`src/rtl/otter_mem_arbiter.sv`:
```
// otter_mem_arbiter
// Shares one variable-latency memory port between the instruction-fetch
// requester (i_*) and the load/store requester (d_*). A granted request is
// latched, presented on m_* until m_ack (or a watchdog timeout), and then
// answered with a one-cycle registered ack pulse on the granted port.
//
// Handshake: i_req/d_req are levels held by the requester until its ack
// pulses; they are sampled only in IDLE. m_req is registered and stays high
// until the cycle in which m_ack is seen high (m_rdata is valid in that same
// cycle); m_ack outside WAIT is ignored.
//
// Build option: define ARB_RR_EN for round-robin arbitration between the two
// ports; without it data always wins over fetch.
module otter_mem_arbiter #(
  parameter int ADDR_W      = 32,
  parameter int DATA_W      = 32,
  parameter int TIMEOUT_CYC = 255
) (
  input  logic                clk,
  input  logic                RST,
  // fetch port
  input  logic                i_req,
  input  logic [ADDR_W-1:0]   i_addr,
  output logic                i_ack,
  output logic [DATA_W-1:0]   i_rdata,
  output logic                i_err,
  // load/store port
  input  logic                d_req,
  input  logic                d_we,
  input  logic [ADDR_W-1:0]   d_addr,
  input  logic [DATA_W-1:0]   d_wdata,
  input  logic [DATA_W/8-1:0] d_be,
  output logic                d_ack,
  output logic [DATA_W-1:0]   d_rdata,
  output logic                d_err,
  // memory port
  output logic                m_req,
  output logic                m_we,
  output logic [ADDR_W-1:0]   m_addr,
  output logic [DATA_W-1:0]   m_wdata,
  output logic [DATA_W/8-1:0] m_be,
  input  logic                m_ack,
  input  logic [DATA_W-1:0]   m_rdata,
  // debug view of the FSM state (0=IDLE, 1=WAIT, 2=RESP)
  output logic [1:0]          dbg_state
);

  localparam int BE_W  = DATA_W / 8;
  // Counter only needs to reach TIMEOUT_CYC-1.
  localparam int CNT_W = (TIMEOUT_CYC < 2) ? 1 : $clog2(TIMEOUT_CYC + 1);
  localparam int CNT_LAST_I = (TIMEOUT_CYC == 0) ? 0 : TIMEOUT_CYC - 1;
  localparam logic [CNT_W-1:0] CNT_LAST = CNT_LAST_I[CNT_W-1:0];
  localparam bit   WDOG_EN = (TIMEOUT_CYC != 0);

  typedef enum logic [1:0] {
    ST_IDLE = 2'd0,
    ST_WAIT = 2'd1,
    ST_RESP = 2'd2
  } state_t;

  state_t              state_q, state_d;
  logic [CNT_W-1:0]    cnt_q, cnt_d;
  logic                gnt_d_q, gnt_d_d;   // 1 = data port owns the transaction
  logic                m_req_q, m_req_d;
  logic                m_we_q, m_we_d;
  logic [ADDR_W-1:0]   m_addr_q, m_addr_d;
  logic [DATA_W-1:0]   m_wdata_q, m_wdata_d;
  logic [BE_W-1:0]     m_be_q, m_be_d;
  logic                i_ack_q, i_ack_d;
  logic                i_err_q, i_err_d;
  logic [DATA_W-1:0]   i_rdata_q, i_rdata_d;
  logic                d_ack_q, d_ack_d;
  logic                d_err_q, d_err_d;
  logic [DATA_W-1:0]   d_rdata_q, d_rdata_d;
  logic                pick_d;
  logic                timeout_hit;
  logic [DATA_W-1:0]   resp_data;

`ifdef ARB_RR_EN
  logic                last_d_q, last_d_d;  // last grant went to data port
`endif

  // Arbitration: decide which port wins if a grant happens this cycle.
  always_comb begin
`ifdef ARB_RR_EN
    // Data wins when it is alone, or when both ask and fetch was granted last.
    pick_d = d_req && (!i_req || !last_d_q);
`else
    pick_d = d_req;
`endif
  end

  // Watchdog fires on the last allowed WAIT cycle; m_ack has precedence.
  always_comb begin
    timeout_hit = WDOG_EN && (cnt_q == CNT_LAST);
  end

  // Next-state, latched request fields and response values.
  always_comb begin
    state_d   = state_q;
    cnt_d     = cnt_q;
    gnt_d_d   = gnt_d_q;
    m_req_d   = m_req_q;
    m_we_d    = m_we_q;
    m_addr_d  = m_addr_q;
    m_wdata_d = m_wdata_q;
    m_be_d    = m_be_q;
    i_ack_d   = 1'b0;
    i_err_d   = 1'b0;
    i_rdata_d = i_rdata_q;
    d_ack_d   = 1'b0;
    d_err_d   = 1'b0;
    d_rdata_d = d_rdata_q;
    resp_data = '0;
`ifdef ARB_RR_EN
    last_d_d  = last_d_q;
`endif

    case (state_q)
      ST_IDLE: begin
        if (i_req || d_req) begin
          gnt_d_d = pick_d;
`ifdef ARB_RR_EN
          last_d_d = pick_d;
`endif
          if (pick_d) begin
            m_we_d    = d_we;
            m_addr_d  = d_addr;
            m_wdata_d = d_wdata;
            m_be_d    = d_be;
          end else begin
            m_we_d    = 1'b0;
            m_addr_d  = i_addr;
            m_wdata_d = '0;
            m_be_d    = '1;
          end
          m_req_d = 1'b1;
          cnt_d   = '0;
          state_d = ST_WAIT;
        end
      end

      ST_WAIT: begin
        if (m_ack || timeout_hit) begin
          // Stores and timed-out accesses return zero data.
          resp_data = (m_ack && !m_we_q) ? m_rdata : '0;
          m_req_d   = 1'b0;
          cnt_d     = '0;
          state_d   = ST_RESP;
          if (gnt_d_q) begin
            d_ack_d   = 1'b1;
            d_err_d   = !m_ack;
            d_rdata_d = resp_data;
          end else begin
            i_ack_d   = 1'b1;
            i_err_d   = !m_ack;
            i_rdata_d = resp_data;
          end
        end else if (WDOG_EN) begin
          cnt_d = cnt_q + 1'b1;
        end
      end

      ST_RESP: begin
        // Ack is visible this cycle; requests are deliberately not sampled.
        state_d = ST_IDLE;
      end

      default: begin
        state_d = ST_IDLE;
        m_req_d = 1'b0;
        cnt_d   = '0;
      end
    endcase
  end

  // State and output registers; reset aborts any transaction at once.
  always_ff @(posedge clk or posedge RST) begin
    if (RST) begin
      state_q   <= ST_IDLE;
      cnt_q     <= '0;
      gnt_d_q   <= 1'b0;
      m_req_q   <= 1'b0;
      m_we_q    <= 1'b0;
      m_addr_q  <= '0;
      m_wdata_q <= '0;
      m_be_q    <= '0;
      i_ack_q   <= 1'b0;
      i_err_q   <= 1'b0;
      i_rdata_q <= '0;
      d_ack_q   <= 1'b0;
      d_err_q   <= 1'b0;
      d_rdata_q <= '0;
    end else begin
      state_q   <= state_d;
      cnt_q     <= cnt_d;
      gnt_d_q   <= gnt_d_d;
      m_req_q   <= m_req_d;
      m_we_q    <= m_we_d;
      m_addr_q  <= m_addr_d;
      m_wdata_q <= m_wdata_d;
      m_be_q    <= m_be_d;
      i_ack_q   <= i_ack_d;
      i_err_q   <= i_err_d;
      i_rdata_q <= i_rdata_d;
      d_ack_q   <= d_ack_d;
      d_err_q   <= d_err_d;
      d_rdata_q <= d_rdata_d;
    end
  end

`ifdef ARB_RR_EN
  // Last-grant flag; starts as "data" so fetch wins the first contention.
  always_ff @(posedge clk or posedge RST) begin
    if (RST) begin
      last_d_q <= 1'b1;
    end else begin
      last_d_q <= last_d_d;
    end
  end
`endif

  assign i_ack     = i_ack_q;
  assign i_err     = i_err_q;
  assign i_rdata   = i_rdata_q;
  assign d_ack     = d_ack_q;
  assign d_err     = d_err_q;
  assign d_rdata   = d_rdata_q;
  assign m_req     = m_req_q;
  assign m_we      = m_we_q;
  assign m_addr    = m_addr_q;
  assign m_wdata   = m_wdata_q;
  assign m_be      = m_be_q;
  assign dbg_state = state_q;

endmodule

```
`config.mk`:
```
export PLATFORM = sky130hd
export DESIGN_NAME = otter_mem_arbiter
export DESIGN_NICKNAME = d
export VERILOG_FILES = /design/src/rtl/otter_mem_arbiter.sv
export SDC_FILE = /design/constraint.sdc
export NUM_CORES = 1
export LEC_CHECK = 0
export CORE_AREA = 2 2 130 132
export DETAILED_ROUTE_END_ITERATION = 8
export DIE_AREA = 0 0 132 134
export GPL_TIMING_DRIVEN = 0
export PLACE_DENSITY = 0.83
export SLEW_MARGIN = 20
export SYNTH_ARGS = -nofsm -noshare
export SYNTH_HDL_FRONTEND = slang
export SYNTH_SLANG_ARGS = --single-unit
```
`constraint.sdc`:
```
create_clock -name clk -period 6.1 [get_ports clk]
set_input_delay 1.83 -clock clk [delete_from_list [all_inputs] [get_ports clk]]
set_output_delay 1.83 -clock clk [all_outputs]
set_load 0.05 [all_outputs]
```
==> flow_summary.yaml <==
worst_setup_path:
  path_delay_family: "buffers and inverters"
  end_kind: "output pin"
  worstPathArrival_ps: 1810
  cp_num_buf_inv: 1
  critical_path_class: "reg2out"
  max_stage_delay_ps: 880
  cp_slowest_cell: "clkdlybuf4s50_1"
  critical_path_required_ps: 4270
  path_max_fanout: 5
  startpoint_type: "register"
  cp_cell_sequence: "clkdlybuf4s50_1"
timing:
  rsz0062_at_grt: "no"
  setup_viol: 0
  fmax_mhz: 275
  finalMaxSlewViolations: 0
  period_minus_slack_ps: 3640
  fin_crit_sh_pct: 59.7
  clock_skew_ps: 11.2
  hold_slack_ps: 477
  hold_violations: 0
  setup_tns_ps: 0
  tightest_slew_ps: 611
  slew_headroom_pct: 59.2
route:
  wl_per_cell_um: 18.2
  vias: 4964
  postRouteAntennaNets: 0
  drt_iter0_markers: 203
  first_pass_iters: 4
  vias_per_cell: 5.10
  remaining_drc_errors: 0
  routed_wl_mm: 17.7
die:
  io_pins: 278
  core_um2: 16300
  fp.dieArea_um2: 17700
  die_x_um: 132
  initial_utilization_pct: 36.3
  row_count: 47
  die_y_um: 134
place:
  placed_area_um2: 8990
  gp_congestion: 0.818
  place.port_buffers: 276
  dp_hpwl_mm: 13.3
synth:
  ys_seq_area_share_pct: 63.1
  ys_seq_elements: 149
  avgSynthCellArea_um2: 13.3
  synth_top_area_cell: "dfrtp_1"
  synth_warnings: 0
  synthesis.area_um2: 5910
  synthTopCellsByArea: "dfrtp_1 (63%), a32o_1 (11%), mux2i_1 (5.4%), a22o_1 (4.9%), nand2_1 (2.6%)"
  synth.distinct_cells: 37
  synthCells: 445
  yosys.area.top_type_share_pct: 63.1
  syn_nets: 585
power_and_ir_drop:
  powerDensity_nw_per_um2: 647
  ir_drop_mv: 0.368
  p_seq_share_pct: 27.4
  p_leak_nw: 4.17
  power_switching_share_pct: 48.4
  combPwrFrac_pct: 56.2
  switchingPower_mw: 2.99
  internal-power_mw: 3.19
  pwr-share-clk_pct: 16.4
  power.total_mw: 6.18
clocking:
  post_cts_resized: 0
  clk_path_buf_depth: 2
  cts_buffers: 17
  clockRootBuffer: "clkbuf_16"
  ctsHtreeMaxLevel: 4
  hold_buffers: 0
  clk_pin_slew_ps: 60
  postCtsSetupBuffers: 0
  clock-sinks: 149
  clk_latency_ps: 420
  cts_tree: "done"
layout:
  final_common_cell: "clkdlybuf4s50_1"
  syn_to_final_growth_pct: 61.6
  n_fill_cell: 1353
  fin_area_um2: 9550
  multi_input_area_um2: 1940
  final_cell_mix: "clkdlybuf4s50_1 (276), dfrtp_1 (149), a32o_1 (64)"
  antenna_cells: 0
  drive_gt1_share_pct: 9.69
  nets: 881
  regArea_um2: 3730
global_route:
  grt_pass1_wl_mm: 28.1
  grt_pass1_vias: 5145
  antenna_found_initial: 0
  grt_use_total_pct: 20.3
  grt_max_degree: 98
  overflow: 0
min_path:
  hp-class: "reg2reg"
job:
  drv_cap: 0
status:
  status: "finished, final reports clean"
## state kept, by name, indices dropped and copies added, names as in the netlist, 2 cells and up
name and count:
d_rdata 32, m_be 4, dbg_state 2, m_addr 32, m_wdata 32, cnt_q 8, i_rdata 32
## logic make-up (layout without fill, tap and decap cells)
family	count (synthesis)	after routing	share of synthesized area [%]
AOI/OAI and AO/OA	150	150	21.2
DFF	149	149	63.1
and+or+nand+nor	64	64	5.37
buffers and inverters	45	353	4.10
muxes	32	32	5.42
xor gates and xnor gates	3	3	0.444
adders and majority gates	2	2	0.423
## final cells by class
class                   instances  area share, %
flip-flops and latches        149           39.0
repair buffers                277           29.2
multi-input cells             251           20.3
clock buffers                  17           4.45
well taps                     220           2.88
plain buffers                  37           2.23
clock inverters                14           1.48
inverters                       8          0.393
## worst reg2reg max path, delay by kind of cell (launching register included)
| family | cells | cell delay [ps] |
|---|---|---|
| compound gates | 2 | 490 |
| buf+inv | 1 | 70 |
| flops | 1 | 420 |
| fa+ha+maj | 1 | 140 |
| simple gates | 2 | 430 |
## cell usage after synthesis, drive strengths merged
cell	count
dfrtp	149
and2	4
o22a	4
a21o	2
nand2	43
ha	2
o21bai	1
a211oi	2
and3	2
a21oi	1
nor2b	2
nor3	2
a32o	64
nand3	2
nor3b	2
buf	29
mux2i	32
clkbuf	8
inv	8
xnor2	3
o21a	2
nor2	5
nand4	1
nor4b	1
o211ai	2
a22o	33
o21ai	39
## power groups by stage
stage	sequential [mW]	clock [mW]	combinational [mW]
2_1_floorplan	3.20	0	0.722
6_report	1.69	1.01	3.47
3_5_place_dp	1.71	0	3.49
5_1_grt	1.75	1.07	3.63
4_1_cts	1.69	1.04	3.50
3_3_place_gp	1.69	0	3.45
## worst paths after layout
path	from	to	slack, ps	cells after the start
setup / recovery	dbg_state[1]	dbg_state[1]	2460	1
hold / removal	m_addr[9]	m_addr[9]	480	2
setup reg to reg	cnt_q[0]	m_req	4430	6
hold reg to reg	m_addr[9]	m_addr[9]	480	2
max in group asynchronous	RST	d_rdata[21]	3460	3
min in group asynchronous	RST	m_wdata[4]	1820	2
## through the flow
step | instances | util, % | setup WS (ps)
finish | 973 | 58.6 | 2460
global route | 973 | 58.6 | 2420
CTS | 973 | 58.6 | 2430
detailed placement | 942 | 55.2 | 2520
global placement | 941 | 55.0 | -1800
floorplan | 445 | - | 262
## per-layer routing
layer  global-route usage [%]  up-vias  wire, um
li1                         -     2283         -
met1                     23.4     2422      6880
met2                     35.4      231      8860
met3                     6.99       28      1530
met4                     7.07        0       387
met5                        0        -         0
No activity file was read; power rests on OpenSTA's default activity.
